File: src/rtl/uart_pkg.sv
// Shared UART receiver definitions: baud divisor table, parity modes and FSM states.
package uart_pkg;

  localparam int unsigned ParityNone = 0;
  localparam int unsigned ParityEven = 1;
  localparam int unsigned ParityOdd  = 2;

  typedef enum logic [2:0] {
    StIdle,
    StStart,
    StData,
    StParity,
    StStop
  } uart_state_e;

  // sysclk cycles per 16x oversample tick
  function automatic int unsigned br_divisor(input logic [2:0] br);
    case (br)
      3'b000:  return 15;
      3'b001:  return 7;
      3'b010:  return 4;
      3'b011:  return 2;
      default: return 15;
    endcase
  endfunction

endpackage

File: src/rtl/uart_rx_fifo.sv
// Small first-word-fall-through FIFO; rdata_o is registered and holds the last head when empty.
module uart_rx_fifo #(
  parameter int unsigned Width     = 8,
  parameter int unsigned DepthBits = 2
) (
  input  logic             clk_i,
  input  logic             rst_i,
  input  logic             push_i,
  input  logic [Width-1:0] wdata_i,
  input  logic             pop_i,
  output logic [Width-1:0] rdata_o,
  output logic             full_o,
  output logic             empty_o
);

  localparam int unsigned Depth = 1 << DepthBits;
  localparam int unsigned PtrW  = DepthBits + 1;

  logic [PtrW-1:0]      wr_q, wr_d, rd_q, rd_d;
  logic [Width-1:0]     mem_q [Depth];
  logic [Width-1:0]     rdata_q, rdata_d;
  logic [DepthBits-1:0] nxt_idx;
  logic                 push_eff, pop_eff, one_left;

  assign empty_o  = (wr_q == rd_q);
  assign full_o   = (wr_q[DepthBits] != rd_q[DepthBits]) &&
                    (wr_q[DepthBits-1:0] == rd_q[DepthBits-1:0]);
  assign pop_eff  = pop_i && !empty_o;
  // A full FIFO still accepts a push when the same cycle pops
  assign push_eff = push_i && (!full_o || pop_eff);
  assign nxt_idx  = rd_q[DepthBits-1:0] + DepthBits'(1);
  assign one_left = ((rd_q + PtrW'(1)) == wr_q);
  assign rdata_o  = rdata_q;

  always_comb begin
    wr_d    = wr_q;
    rd_d    = rd_q;
    rdata_d = rdata_q;
    if (push_eff) wr_d = wr_q + PtrW'(1);
    if (pop_eff) begin
      rd_d = rd_q + PtrW'(1);
      if (one_left) begin
        if (push_eff) rdata_d = wdata_i;
      end else begin
        rdata_d = mem_q[nxt_idx];
      end
    end else if (push_eff && empty_o) begin
      rdata_d = wdata_i;
    end
  end

  always_ff @(posedge clk_i or posedge rst_i) begin
    if (rst_i) begin
      wr_q    <= '0;
      rd_q    <= '0;
      rdata_q <= '0;
    end else begin
      wr_q    <= wr_d;
      rd_q    <= rd_d;
      rdata_q <= rdata_d;
    end
  end

  always_ff @(posedge clk_i) begin
    if (push_eff) mem_q[wr_q[DepthBits-1:0]] <= wdata_i;
  end

endmodule

File: src/rtl/uart_rx_buffered.sv
// UART receiver with 16x oversampling, optional parity and an output FIFO with error pulses.
module uart_rx_buffered
  import uart_pkg::*;
#(
  parameter int unsigned data_bits       = 8,
  parameter logic [2:0]  br              = 3'b000,
  parameter int unsigned parity_mode     = 0,
  parameter int unsigned fifo_depth_bits = 2
) (
  input  logic                 sysclk,
  input  logic                 rst,
  input  logic                 rxd,
  input  logic                 rd_en,
  output logic [data_bits-1:0] rdata,
  output logic                 rx_valid,
  output logic                 fifo_full,
  output logic                 frame_err,
  output logic                 parity_err,
  output logic                 overrun_err
);

  localparam int unsigned Div = br_divisor(br);

  logic                 sync1_q, rxd_s, rxd_last_q;
  logic [3:0]           div_q, div_d;
  logic                 tick;
  uart_state_e          state_q, state_d;
  logic [3:0]           cnt_q, cnt_d;
  logic [2:0]           bit_q, bit_d;
  logic [data_bits-1:0] shift_q, shift_d;
  logic                 par_bad_q, par_bad_d;
  logic                 ferr_q, ferr_d, perr_q, perr_d, oerr_q, oerr_d;
  logic                 push, fifo_empty, exp_par;

  assign tick  = (div_q == 4'(Div - 1));
  assign div_d = tick ? 4'd0 : div_q + 4'd1;

  assign exp_par = (^shift_q) ^ (parity_mode == ParityOdd);

  always_comb begin
    state_d   = state_q;
    cnt_d     = cnt_q;
    bit_d     = bit_q;
    shift_d   = shift_q;
    par_bad_d = par_bad_q;
    push      = 1'b0;
    ferr_d    = 1'b0;
    perr_d    = 1'b0;
    oerr_d    = 1'b0;
    case (state_q)
      StIdle: begin
        // rxd_last_q makes a line that stays low after a frame unable to retrigger
        if (rxd_last_q && !rxd_s) begin
          state_d = StStart;
          cnt_d   = 4'd0;
        end
      end
      StStart: begin
        if (tick) begin
          if (cnt_q == 4'd7) begin
            cnt_d     = 4'd0;
            bit_d     = 3'd0;
            par_bad_d = 1'b0;
            state_d   = rxd_s ? StIdle : StData;
          end else begin
            cnt_d = cnt_q + 4'd1;
          end
        end
      end
      StData: begin
        if (tick) begin
          if (cnt_q == 4'd15) begin
            cnt_d   = 4'd0;
            shift_d = {rxd_s, shift_q[data_bits-1:1]};
            bit_d   = bit_q + 3'd1;
            if (bit_q == 3'(data_bits - 1)) begin
              state_d = (parity_mode == ParityNone) ? StStop : StParity;
            end
          end else begin
            cnt_d = cnt_q + 4'd1;
          end
        end
      end
      StParity: begin
        if (tick) begin
          if (cnt_q == 4'd15) begin
            cnt_d     = 4'd0;
            par_bad_d = (rxd_s != exp_par);
            state_d   = StStop;
          end else begin
            cnt_d = cnt_q + 4'd1;
          end
        end
      end
      StStop: begin
        if (tick) begin
          if (cnt_q == 4'd15) begin
            cnt_d   = 4'd0;
            state_d = StIdle;
            if (!rxd_s)                   ferr_d = 1'b1;
            else if (par_bad_q)           perr_d = 1'b1;
            else if (fifo_full && !rd_en) oerr_d = 1'b1;
            else                          push   = 1'b1;
          end else begin
            cnt_d = cnt_q + 4'd1;
          end
        end
      end
      default: state_d = StIdle;
    endcase
  end

  always_ff @(posedge sysclk or posedge rst) begin
    if (rst) begin
      sync1_q    <= 1'b1;
      rxd_s      <= 1'b1;
      rxd_last_q <= 1'b1;
      div_q      <= 4'd0;
      state_q    <= StIdle;
      cnt_q      <= 4'd0;
      bit_q      <= 3'd0;
      shift_q    <= '0;
      par_bad_q  <= 1'b0;
      ferr_q     <= 1'b0;
      perr_q     <= 1'b0;
      oerr_q     <= 1'b0;
    end else begin
      sync1_q    <= rxd;
      rxd_s      <= sync1_q;
      rxd_last_q <= rxd_s;
      div_q      <= div_d;
      state_q    <= state_d;
      cnt_q      <= cnt_d;
      bit_q      <= bit_d;
      shift_q    <= shift_d;
      par_bad_q  <= par_bad_d;
      ferr_q     <= ferr_d;
      perr_q     <= perr_d;
      oerr_q     <= oerr_d;
    end
  end

  uart_rx_fifo #(
    .Width     (data_bits),
    .DepthBits (fifo_depth_bits)
  ) u_fifo (
    .clk_i   (sysclk),
    .rst_i   (rst),
    .push_i  (push),
    .wdata_i (shift_q),
    .pop_i   (rd_en),
    .rdata_o (rdata),
    .full_o  (fifo_full),
    .empty_o (fifo_empty)
  );

  assign rx_valid    = !fifo_empty;
  assign frame_err   = ferr_q;
  assign parity_err  = perr_q;
  assign overrun_err = oerr_q;

endmodule

File: config.mk
export PLATFORM = sky130hd
export DESIGN_NAME = uart_rx_buffered
export DESIGN_NICKNAME = d
export VERILOG_FILES = /design/src/rtl/uart_pkg.sv /design/src/rtl/uart_rx_fifo.sv /design/src/rtl/uart_rx_buffered.sv
export SDC_FILE = /design/constraint.sdc
export NUM_CORES = 1
export LEC_CHECK = 0
export ABC_CLOCK_PERIOD_IN_PS = 3100
export BUFFER_PORTS_ARGS = -buffer_cell sky130_fd_sc_hd__buf_2
export CAP_MARGIN = 20
export CORE_UTILIZATION = 31
export DETAILED_ROUTE_END_ITERATION = 10
export SYNTH_ARGS = -nofsm -noshare
export SYNTH_HDL_FRONTEND = slang
export SYNTH_SLANG_ARGS = --single-unit
File: constraint.sdc
create_clock -name sysclk -period 3.1 [get_ports sysclk]
set_clock_uncertainty 0.05 [all_clocks]
set_input_delay 0.155 -clock sysclk [delete_from_list [all_inputs] [get_ports sysclk]]
set_output_delay 0.155 -clock sysclk [all_outputs]
set_load 0.02 [all_outputs]
==> results.md, run 1 <==
Run status:
- The flow ran to the end, and the final reports show no timing, DRC or antenna violations.

Clock network:
- TritonCTS built the clock tree.
- The number of levels the H-tree was split into is 3.
- The clock passes through at most 2 buffers.
- Clock-pin slew was measured on the worst setup and hold paths at 0.08 ns.
- TritonCTS created 9 clock buffers.
- The master cell of the clock root buffer is clkbuf_8.
- The clock latency on the worst-skew pair is 0.35 ns.
- CTS saw 75 sinks.
- The post-CTS setup repair buffer count is 0.

Routing:
- The sum of routed wire segments on met1 is 2880 µm.
- The detailed-router iteration count before antenna repair is 6.
- The via count is 2048.
- For this run, design rule violations remaining after detail routing come to 0.
- The highest layer touched by signal routing is met4.
- Detailed routing placed a total of 3160 µm of wire on met2.
- The met3 wire length is 243 µm.
- The detailed router finished its first iteration with 83 violations.
- The aggregate routed wire length is 6390 µm.
- In this run the remaining antenna-violating nets after routing total 0.
- Using the TritonRoute via totals, the vias-per-cell ratio works out to 4.81.
- The detail-routed net length per standard cell is 15.0 µm.

STA:
- After layout, the worst path uses 78.8% of the clock period.
- The headroom to the max-slew limit is 39.1%.
- The max-slew violation total from the final report is 0.
- Timing would allow up to 0.409 GHz.
- The final hold violation count was 0.
- The shortest clock period the worst path allows after layout is 2.44 ns.
- Setup total negative slack on the finished layout was measured at 0 ns.
- The worst hold margin is 0.0434 ns.
- The number of setup violations in the final report is 0.
- At the pin with the least slew margin, the transition time is 0.912 ns.
- Setup repair after global routing left no endpoint under its margin.

Floorplanning:
- The total area inside the core boundary comes to 10900 µm².
- From bottom edge to top edge, the die measures 108 µm.
- Once the floorplan was initialized, standard cells occupied 31.9% of the core.
- The horizontal die dimension is 108 µm.
- During I/O placement, the number of pins put on the boundary was 17.
- The number of rows in the core area is 38.
- The die outline area is 11600 µm².

Layout:
- The net count of the finished layout is 293.
- Relative to the synthesized area, the layout overhead comes to 13.0%.
- In the layout the commonest cells are 40 x dfrtp_1, 39 x nand2_1, 32 x edfxtp_1.
- In the final layout, the share of cells above drive strength 1 is 23.4%.
- After routing the design area is 3930 µm².
- The filler cells instantiated in the layout total 1055.
- The diode insertion count for antenna repair is 0.
- The most common library cell in the layout ignoring fill and taps is dfrtp_1.
- For this run, the number of standard cells in the final layout without fillers is 426.

Synth:
- By area the synthesized netlist is led by dfrtp_1 29%, edfxtp_1 28%, mux4_2 5.2%.
- After synthesis, the netlist uses 46 different library cells.
- The flip-flop and latch count after synthesis is 75.
- In this run, synthesis inferred 32 flip-flops with an integrated enable.
- The mean instance size in the synthesized netlist is 13.4 µm².
- The post-synthesis sequential area ratio is 58.8%.
- The number of warnings reported in the yosys synthesis log is 0.
- After technology mapping, the gate count stands at 259.
- The net count after synthesis is 271.
- The top cell type by area accounts for 28.8% of the synthesized area.
- The cell taking the most area after synthesis is dfrtp_1.
- In the synthesized netlist the dominant register cell turns out to be dfrtp_1.
- The combined area of all synthesized cells is 3470 µm².
- The proportion of register bits with asynchronous set or reset after synthesis is 57.3%.

Setup path:
- The startpoint class of the critical path is a register.
- The worst setup path startpoint is state_q[2].
- The worst setup path is of the register to register kind.
- The end point of the critical path is u_fifo.rdata_o[0].
- At the worst endpoint, the arrival time is 2.63 ns.
- The worst setup path is captured at a register.
- The endpoint of the worst register-to-register path is u_fifo.rdata_o[0].
- In this run the critical register-to-register path is launched from state_q[2].
- In this run the register-to-register setup slack is 0.66 ns.
- The worst reg2reg path depth is 5.
- For the worst setup path, the data required time is 3.28 ns.
- In this run the worst path has a maximum fanout of 15.

Pwr:
- The power density normalized to cell area is 525 nW/µm².
- The worst ir drop on vdd is 0.195 mV.
- Summed over all cells, the static leakage comes to 0.00169 µW.

GRT:
- The number of antenna violations at the first check in global routing is 0.
- The global-route wire length before repair is 11000 µm.
- The sum of overflow across all layers after global routing is 0.
- The pin count of the biggest net entering global routing is 44.
- The via count of the first global-routing pass is 2119.
- Global routing consumed, over all layers together, 12.7% of the routing resources.

Hold path:
- The startpoint identified for the worst hold timing path is rd_en.
- The path class of the tightest hold or removal check is input pin to register.

Placement:
- Once detailed placement completed, the half-perimeter wirelength came to 4350 µm.
- The placer's final routability congestion estimate is 0.854.
- The cell area after placement is 3700 µm².
- The number of instances in the placed design is 408.
- The number of buffer cells added on primary ports is 16.

Run:
- Across the run, the number of max-cap violations was 0.
[logic make-up (layout without fill, tap and decap cells)]
group	Yosys count	after routing	synth area share, %
flip-flops	75	75	58.8
XOR/XNOR	19	19	5.23
multiplexers	27	27	11.3
AO/OA/AOI/OAI	33	33	6.81
buffers and inverters	13	40	1.62
AND/OR/NAND/NOR	84	84	13.4
adder cells (fa/ha/maj)	8	8	2.88
[worst max-delay path, cell delays in order (launching register included)]
cell and delay, ns:
dfrtp_1 0.60, nor3b_4 0.34, nand4_4 0.15, a211oi_4 0.54
mux2_1 0.38, mux2_2 0.26
[metal layers]
metal / GRT usage, % / vias to the layer above
met5: 0 / -
met4: 5.09 / 0
met3: 3.57 / 12
met2: 20.8 / 38
met1: 15.6 / 1010
li1: - / 988
[power by group]
part / switching, µW / internal (µW)
logic: 87.0 / 76.6
clock network: 391 / 387
registers: 59.0 / 1060
[area by class of cell]
type                    count  area [µm²]  area share [%]
repair buffers             19         108            2.74
clock buffers               9         124            3.16
clock inverters             7        83.8            2.14
multi-input cells         171        1380            35.0
flip-flops and latches     75        2040            52.0
inverters                   5        18.8           0.478
well taps                 140         175            4.46
[per-stage QoR]
step	setup WS [ns]	utilization, %	power (µW)
floorplan	0.777	-	1260
finish	0.656	36.0	2060
global placement	0.644	34.0	1290
CTS	0.607	36.0	2090
detailed placement	0.605	34.0	1300
global route	0.451	36.0	2170
[state kept, by name, indices dropped and copies added, names as in the netlist, 3 cells and up]
| name | cells |
|---|---|
| bit_q | 3 |
| cnt_q | 4 |
| div_q | 4 |
| shift_q | 8 |
| state_q | 3 |
| u_fifo.mem_q | 32 |
| u_fifo.rd_q | 3 |
| u_fifo.rdata_o | 8 |
| u_fifo.wr_q | 3 |
[cell usage after synthesis (all sizes together) (2+ instances only)]
master  count
dfrtp      40
nand2      39
edfxtp     32
mux2       18
xnor2      15
o21ai      11
ha          8
mux4        8
nor3        7
a21oi       6
clkbuf      6
nor2        6
inv         5
nor3b       5
and2        4
nand3       4
nand4       4
xor2        4
a22o        3
dfstp       3
nor2b       3
o22ai       3
o31ai       3
a21o        2
a31oi       2
buf         2
nand2b      2
or2         2
or3         2
[repair_timing]
| action | 4_1_cts | 5_1_grt |
|---|---|---|
| gates resized for setup | 0 | 0 |
| hold buffers | 2 | 0 |
| hold endpoints to repair | 11 | 0 |
[worst min-delay path by stage]
| stage | to | slack, ns | cells past startpoint |
|---|---|---|---|
| 2_1_floorplan | sync1_q | 0.11 | 0 |
| 3_3_place_gp | sync1_q | 0.21 | 1 |
| 3_5_place_dp | sync1_q | 0.21 | 1 |
| 4_1_cts | overrun_err | 0.03 | 2 |
| 5_1_grt | overrun_err | 0.03 | 2 |
| 6_report | overrun_err | 0.04 | 2 |
Note: power is estimated with default switching activity, not from simulation.
==> run 2: changes to the inputs <==
--- a/config.mk
+++ b/config.mk
@@ -5,7 +5,8 @@
 export SDC_FILE = /design/constraint.sdc
 export NUM_CORES = 1
 export LEC_CHECK = 0
-export ABC_CLOCK_PERIOD_IN_PS = 3100
+export ABC_AREA = 1
+export ABC_CLOCK_PERIOD_IN_PS = 2300
 export BUFFER_PORTS_ARGS = -buffer_cell sky130_fd_sc_hd__buf_2
 export CAP_MARGIN = 20
 export CORE_UTILIZATION = 31
==> constraint.sdc (replaced) <==
create_clock -name sysclk -period 2.3 [get_ports sysclk]
set_clock_uncertainty 0.05 [all_clocks]
set_input_delay 0.115 -clock sysclk [delete_from_list [all_inputs] [get_ports sysclk]]
set_output_delay 0.115 -clock sysclk [all_outputs]
set_load 0.02 [all_outputs]
==> run 2 against run 1 <==
Sequential power rose by 46%. Sequential cell count is the same. Sequential share of layout area fell by 3.0 points. Total power rose by 120%. Worst hold slack improved by 0.085 ns. Synthesized area rose by 2.1%. Combinational power rose to 9.5 times the previous value. Clock power rose by 76%. Via count rose by 24%. Setup slack worse by 0.44 ns. Critical endpoint is now u_fifo.rdata_o[2].
==> results.md, run 2 <==
Synth:
- Leading cell types by count after synthesis: 95 x nand2_1, 40 x dfrtp_1, 37 x o21ai_0 (was 40 x dfrtp_1, 39 x nand2_1, 32 x edfxtp_1).
- Largest cells by area after synthesis: dfrtp_1 28%, edfxtp_1 27%, nand2_1 10% (was dfrtp_1 29%, edfxtp_1 28%, mux4_2 5.2%).
- The gate count after technology mapping came to 368 (was 259).
- The proportion of register bits with asynchronous set or reset after synthesis was 57.3% (unchanged).
- The count of distinct cell types in the synthesized netlist was 35 (was 46).
- The number of synthesized flops with an enable pin is 32 (unchanged).
- The portion of synthesized cell area occupied by the leading cell type is 28.2% (was 28.8%).
- The cell taking the most area after synthesis is dfrtp_1 (unchanged).
- The number of warnings reported in the yosys synthesis log is 0 (unchanged).
- The mean instance size in the synthesized netlist came to 9.63 µm² (was 13.4 µm²).
- The most instantiated flip-flop cell in the synthesis netlist is dfrtp_1 (unchanged).
- The post-synthesis sequential area ratio is 57.6% (was 58.8%).
- The most frequent cell after synthesis is nand2_1 (was dfrtp_1).
- The flip-flop and latch count after synthesis came to 75 (unchanged).
- The combined area of all synthesized cells is 3540 µm² (was 3470 µm²).
- The net count after synthesis came to 380 (was 271).

Routing:
- The detailed-router iteration count before antenna repair came to 4 (was 6).
- The detail-routed net length per standard cell is 13.0 µm (was 15.0 µm).
- The detail-routed via count per cell was 4.67 (was 4.81).
- The aggregate routed wire length came to 7100 µm (was 6390 µm).
- The remaining design rule violation count is 0 (unchanged).
- The via count is 2549 (was 2048).
- The post-detailed-route count of antenna-violating nets is 0 (unchanged).
- The violation count after the first detailed-route iteration is 173 (was 83).

Pwr:
- The part of the power in registers came to 35.9% (was 54.3%).
- The relative contribution of combinational cells to total power is 34.1% (was 7.9%).
- The portion of total power attributed to the clock network is 30.0% (was 37.8%).
- The internal power is 2920 µW (was 1520 µW).
- The power density normalized to cell area is 1100 nW/µm² (was 525 nW/µm²).
- The leakage power figure came to 0.00191 µW (was 0.00169 µW).
- The switching part of the total power is 36.1% (was 26.1%).
- The worst ir drop on vdd was 0.506 mV (was 0.195 mV).
- The net switching power of the design was 1650 µW (was 537 µW).

Floorplanning:
- The starting density of the core was 32.3% (was 31.9%).
- The floorplan core area is 11000 µm² (was 10900 µm²).
- The I/O pin count was 17 (unchanged).
- The vertical extent of the die was 109 µm (was 108 µm).
- The die outline area is 11900 µm² (was 11600 µm²).
- The number of rows in the core area is 38 (unchanged).
- The horizontal die dimension is 109 µm (was 108 µm).

Setup path:
- The worst reg2reg path depth was 11 (was 5).
- The maximum fanout count along the critical path is 10 (was 15).
- List of cells traversed by the critical path: ha_2 -> inv_2 -> nand2_1 -> nand2_1 -> nor2_2 -> nand3_4 -> nand3_4 -> nand2_2 -> nand2_2 -> nand2_1 -> nand2_1 (was nor3b_4 -> nand4_4 -> a211oi_4 -> mux2_1 -> mux2_2).
- The critical path's most frequent cell is nand2_1.
- The cell with the largest stage delay on the worst path was ha_2 (was dfrtp_1).
- The kind of end point of the critical path is a register (unchanged).
- The largest stage delay on the critical path is 0.45 ns (was 0.60 ns).
- The startpoint class of the critical path is a register (unchanged).
- The classification of the worst setup path is register to register (unchanged).
- The data arrival time of the critical path is 2.29 ns (was 2.63 ns).
- The endpoint required time on the critical path is 2.51 ns (was 3.28 ns).

GRT:
- The total routing resource utilization after global routing is 13.2% (was 12.7%).
- The global-route wire length before repair is 11900 µm (was 11000 µm).
- The number of antenna violations at the first check in global routing came to 0 (unchanged).
- The pin count of the biggest net entering global routing came to 24 (was 44).
- The sum of overflow across all layers after global routing is 0 (unchanged).
- The via count of the first global-routing pass is 2561 (was 2119).

STA:
- The final setup TNS is 0 ns (unchanged).
- The measured slew at the worst slew-check pin is 0.867 ns (was 0.912 ns).
- The headroom to the max-slew limit is 41.8% (was 39.1%).
- Setup repair after global routing missed its margin: false (unchanged).
- The final hold violation count is 0 (unchanged).
- The ratio of final minimum period to clock period came to 90.6% (was 78.8%).
- The shortest clock period the worst path allows after layout was 2.08 ns (was 2.44 ns).
- The max-slew violation total from the final report is 0 (unchanged).
- The worst hold margin is 0.128 ns (was 0.0434 ns).
- The number of setup violations in the final report was 0 (unchanged).
- The maximum operating frequency is 0.480 GHz (was 0.409 GHz).

Clock network:
- The number of levels the H-tree was split into is 3 (unchanged).
- The clock tree from TritonCTS was yes (unchanged).
- The buffer depth of the longest clock path is 2 (unchanged).
- The clock slew at the register clock pins of the worst setup and hold paths came to 0.06 ns (was 0.08 ns).
- The master cell of the clock root buffer is clkbuf_16 (was clkbuf_8).
- The clock latency on the worst-skew pair is 0.33 ns (was 0.35 ns).
- The total clock sinks is 75 (unchanged).
- The total CTS buffers is 9 (unchanged).
- The post-CTS setup repair buffer count came to 0 (unchanged).

Placement:
- The estimated wirelength of the detail-placed design was 5320 µm (was 4350 µm).
- The placer's final routability congestion estimate is 0.881 (was 0.854).
- The number of buffer cells added on primary ports came to 16 (unchanged).
- The number of instances in the placed design is 528 (was 408).
- The cell area after placement is 3840 µm² (was 3700 µm²).

Layout:
- The final non-filler cell total is 546 (was 426).
- The flip-flop count of the largest register, all copies and words added was 32 (unchanged).
- The share of cells above drive strength 1 was 18.2% (was 23.4%).
- The count of fill cells added during filler insertion was 1058 (was 1055).
- The diode insertion count for antenna repair is 0 (unchanged).
- The growth of design area from synthesis to finish came to 17.4% (was 13.0%).
- The final instance area is 4160 µm² (was 3930 µm²).
- The share of the core filled with cells in the final layout is 37.9% (was 36.0%).
- Commonest cells after routing, fill and taps aside: 95 x nand2_1, 40 x dfrtp_1, 37 x o21ai_0 (was 40 x dfrtp_1, 39 x nand2_1, 32 x edfxtp_1).
- The most common library cell in the layout ignoring fill and taps is nand2_1 (was dfrtp_1).
- The final-stage net count is 413 (was 293).

Hold path:
- The number of cells on the worst hold path is 3 (was 2).
- The worst hold path class is input pin to register (unchanged).

Run status:
- Status: complete, no violations (unchanged).

Run:
- The number of violations of the max-capacitance limit is 0 (unchanged).
==> run 2: changes by cell type in the layout (fill, tap and decap cells not counted), sizes merged, moves of 5 or more <==
cell,previous run,this run
mux4,8,0
buf,17,26
inv,9,33
nand2,39,103
nand3,4,24
nor2,6,40
o21ai,11,37
o22ai,3,8
mux2,18,1
nor3b,5,0
xnor2,15,2
==> run 2: cells by family (layout without fill, tap and decap cells) <==
| family | count (synthesis) | in the layout | share of synthesized area (%) |
|---|---|---|---|
| xor gates and xnor gates | 9 | 9 | 2.22 |
| DFF | 75 | 75 | 57.6 |
| and+or+nand+nor | 181 | 181 | 24.0 |
| muxes | 1 | 1 | 0.318 |
| adders and majority gates | 8 | 8 | 2.82 |
| buffers and inverters | 40 | 78 | 4.55 |
| AOI/OAI and AO/OA | 54 | 54 | 8.47 |
==> run 2: final cells by class <==
| type | instances | area, µm² | area share [%] |
|---|---|---|---|
| inverter | 34 | 130 | 3.13 |
| clock buffer | 11 | 243 | 5.83 |
| timing repair buffer | 28 | 175 | 4.21 |
| sequential | 75 | 2040 | 49.0 |
| tap | 140 | 175 | 4.21 |
| multi-input combinational | 253 | 1350 | 32.3 |
| clock inverter | 5 | 52.6 | 1.26 |
==> run 2: per-layer routing <==
metal | routed length, µm | share of wire, % | global-route usage [%]
met5 | 0 | 0 | 0
met4 | 74 | 1.0 | 4.15
met3 | 327 | 4.6 | 3.83
met2 | 3470 | 49 | 22.1
met1 | 3230 | 45 | 16.3
==> run 2: critical path: cells and delay by family, from the launching register on <==
| family | cells | cell delay [ns] |
|---|---|---|
| adder cells (fa/ha/maj) | 1 | 0.45 |
| buffers and inverters | 1 | 0.11 |
| flip-flops | 1 | 0.44 |
| AND/OR/NAND/NOR | 9 | 0.98 |
==> run 2: timing repair <==
action                                  CTS  global route
endpoints found under the setup margin    0             8
endpoints found under the hold margin    21             0
hold buffers                              2             0
gates resized for setup                   0             1
==> run 2: worst paths after layout <==
| kind | slack, ns | to | start |
|---|---|---|---|
| max | 0.22 | u_fifo.rdata_o[2] | u_fifo.rd_q[0] |
| min | 0.13 | u_fifo.rd_q[0] | rd_en |
| max reg2reg | 0.22 | u_fifo.rdata_o[2] | u_fifo.rd_q[0] |
| min reg2reg | 0.31 | rxd_s | sync1_q |
| max in group asynchronous | 1.16 | rxd_s | rst |
| min in group asynchronous | 0.35 | u_fifo.rdata_o[7] | rst |
==> run 2: power groups by stage <==
stage / clock [µW] / sequential [µW] / combinational (µW)
after global placement: 0 / 1660 / 1530
after global routing: 1450 / 1660 / 1750
after CTS: 1400 / 1640 / 1550
after detailed placement: 0 / 1660 / 1540
final: 1370 / 1640 / 1550
after floorplan: 0 / 1720 / 1120
==> run 2: metrics by stage <==
stage / setup slack [ns] / power [µW]
after detailed placement: 0.156 / 3210
after global placement: 0.185 / 3190
final: 0.215 / 4570
after floorplan: 0.416 / 2840
after global routing: 0.0144 / 4860
after CTS: 0.134 / 4590
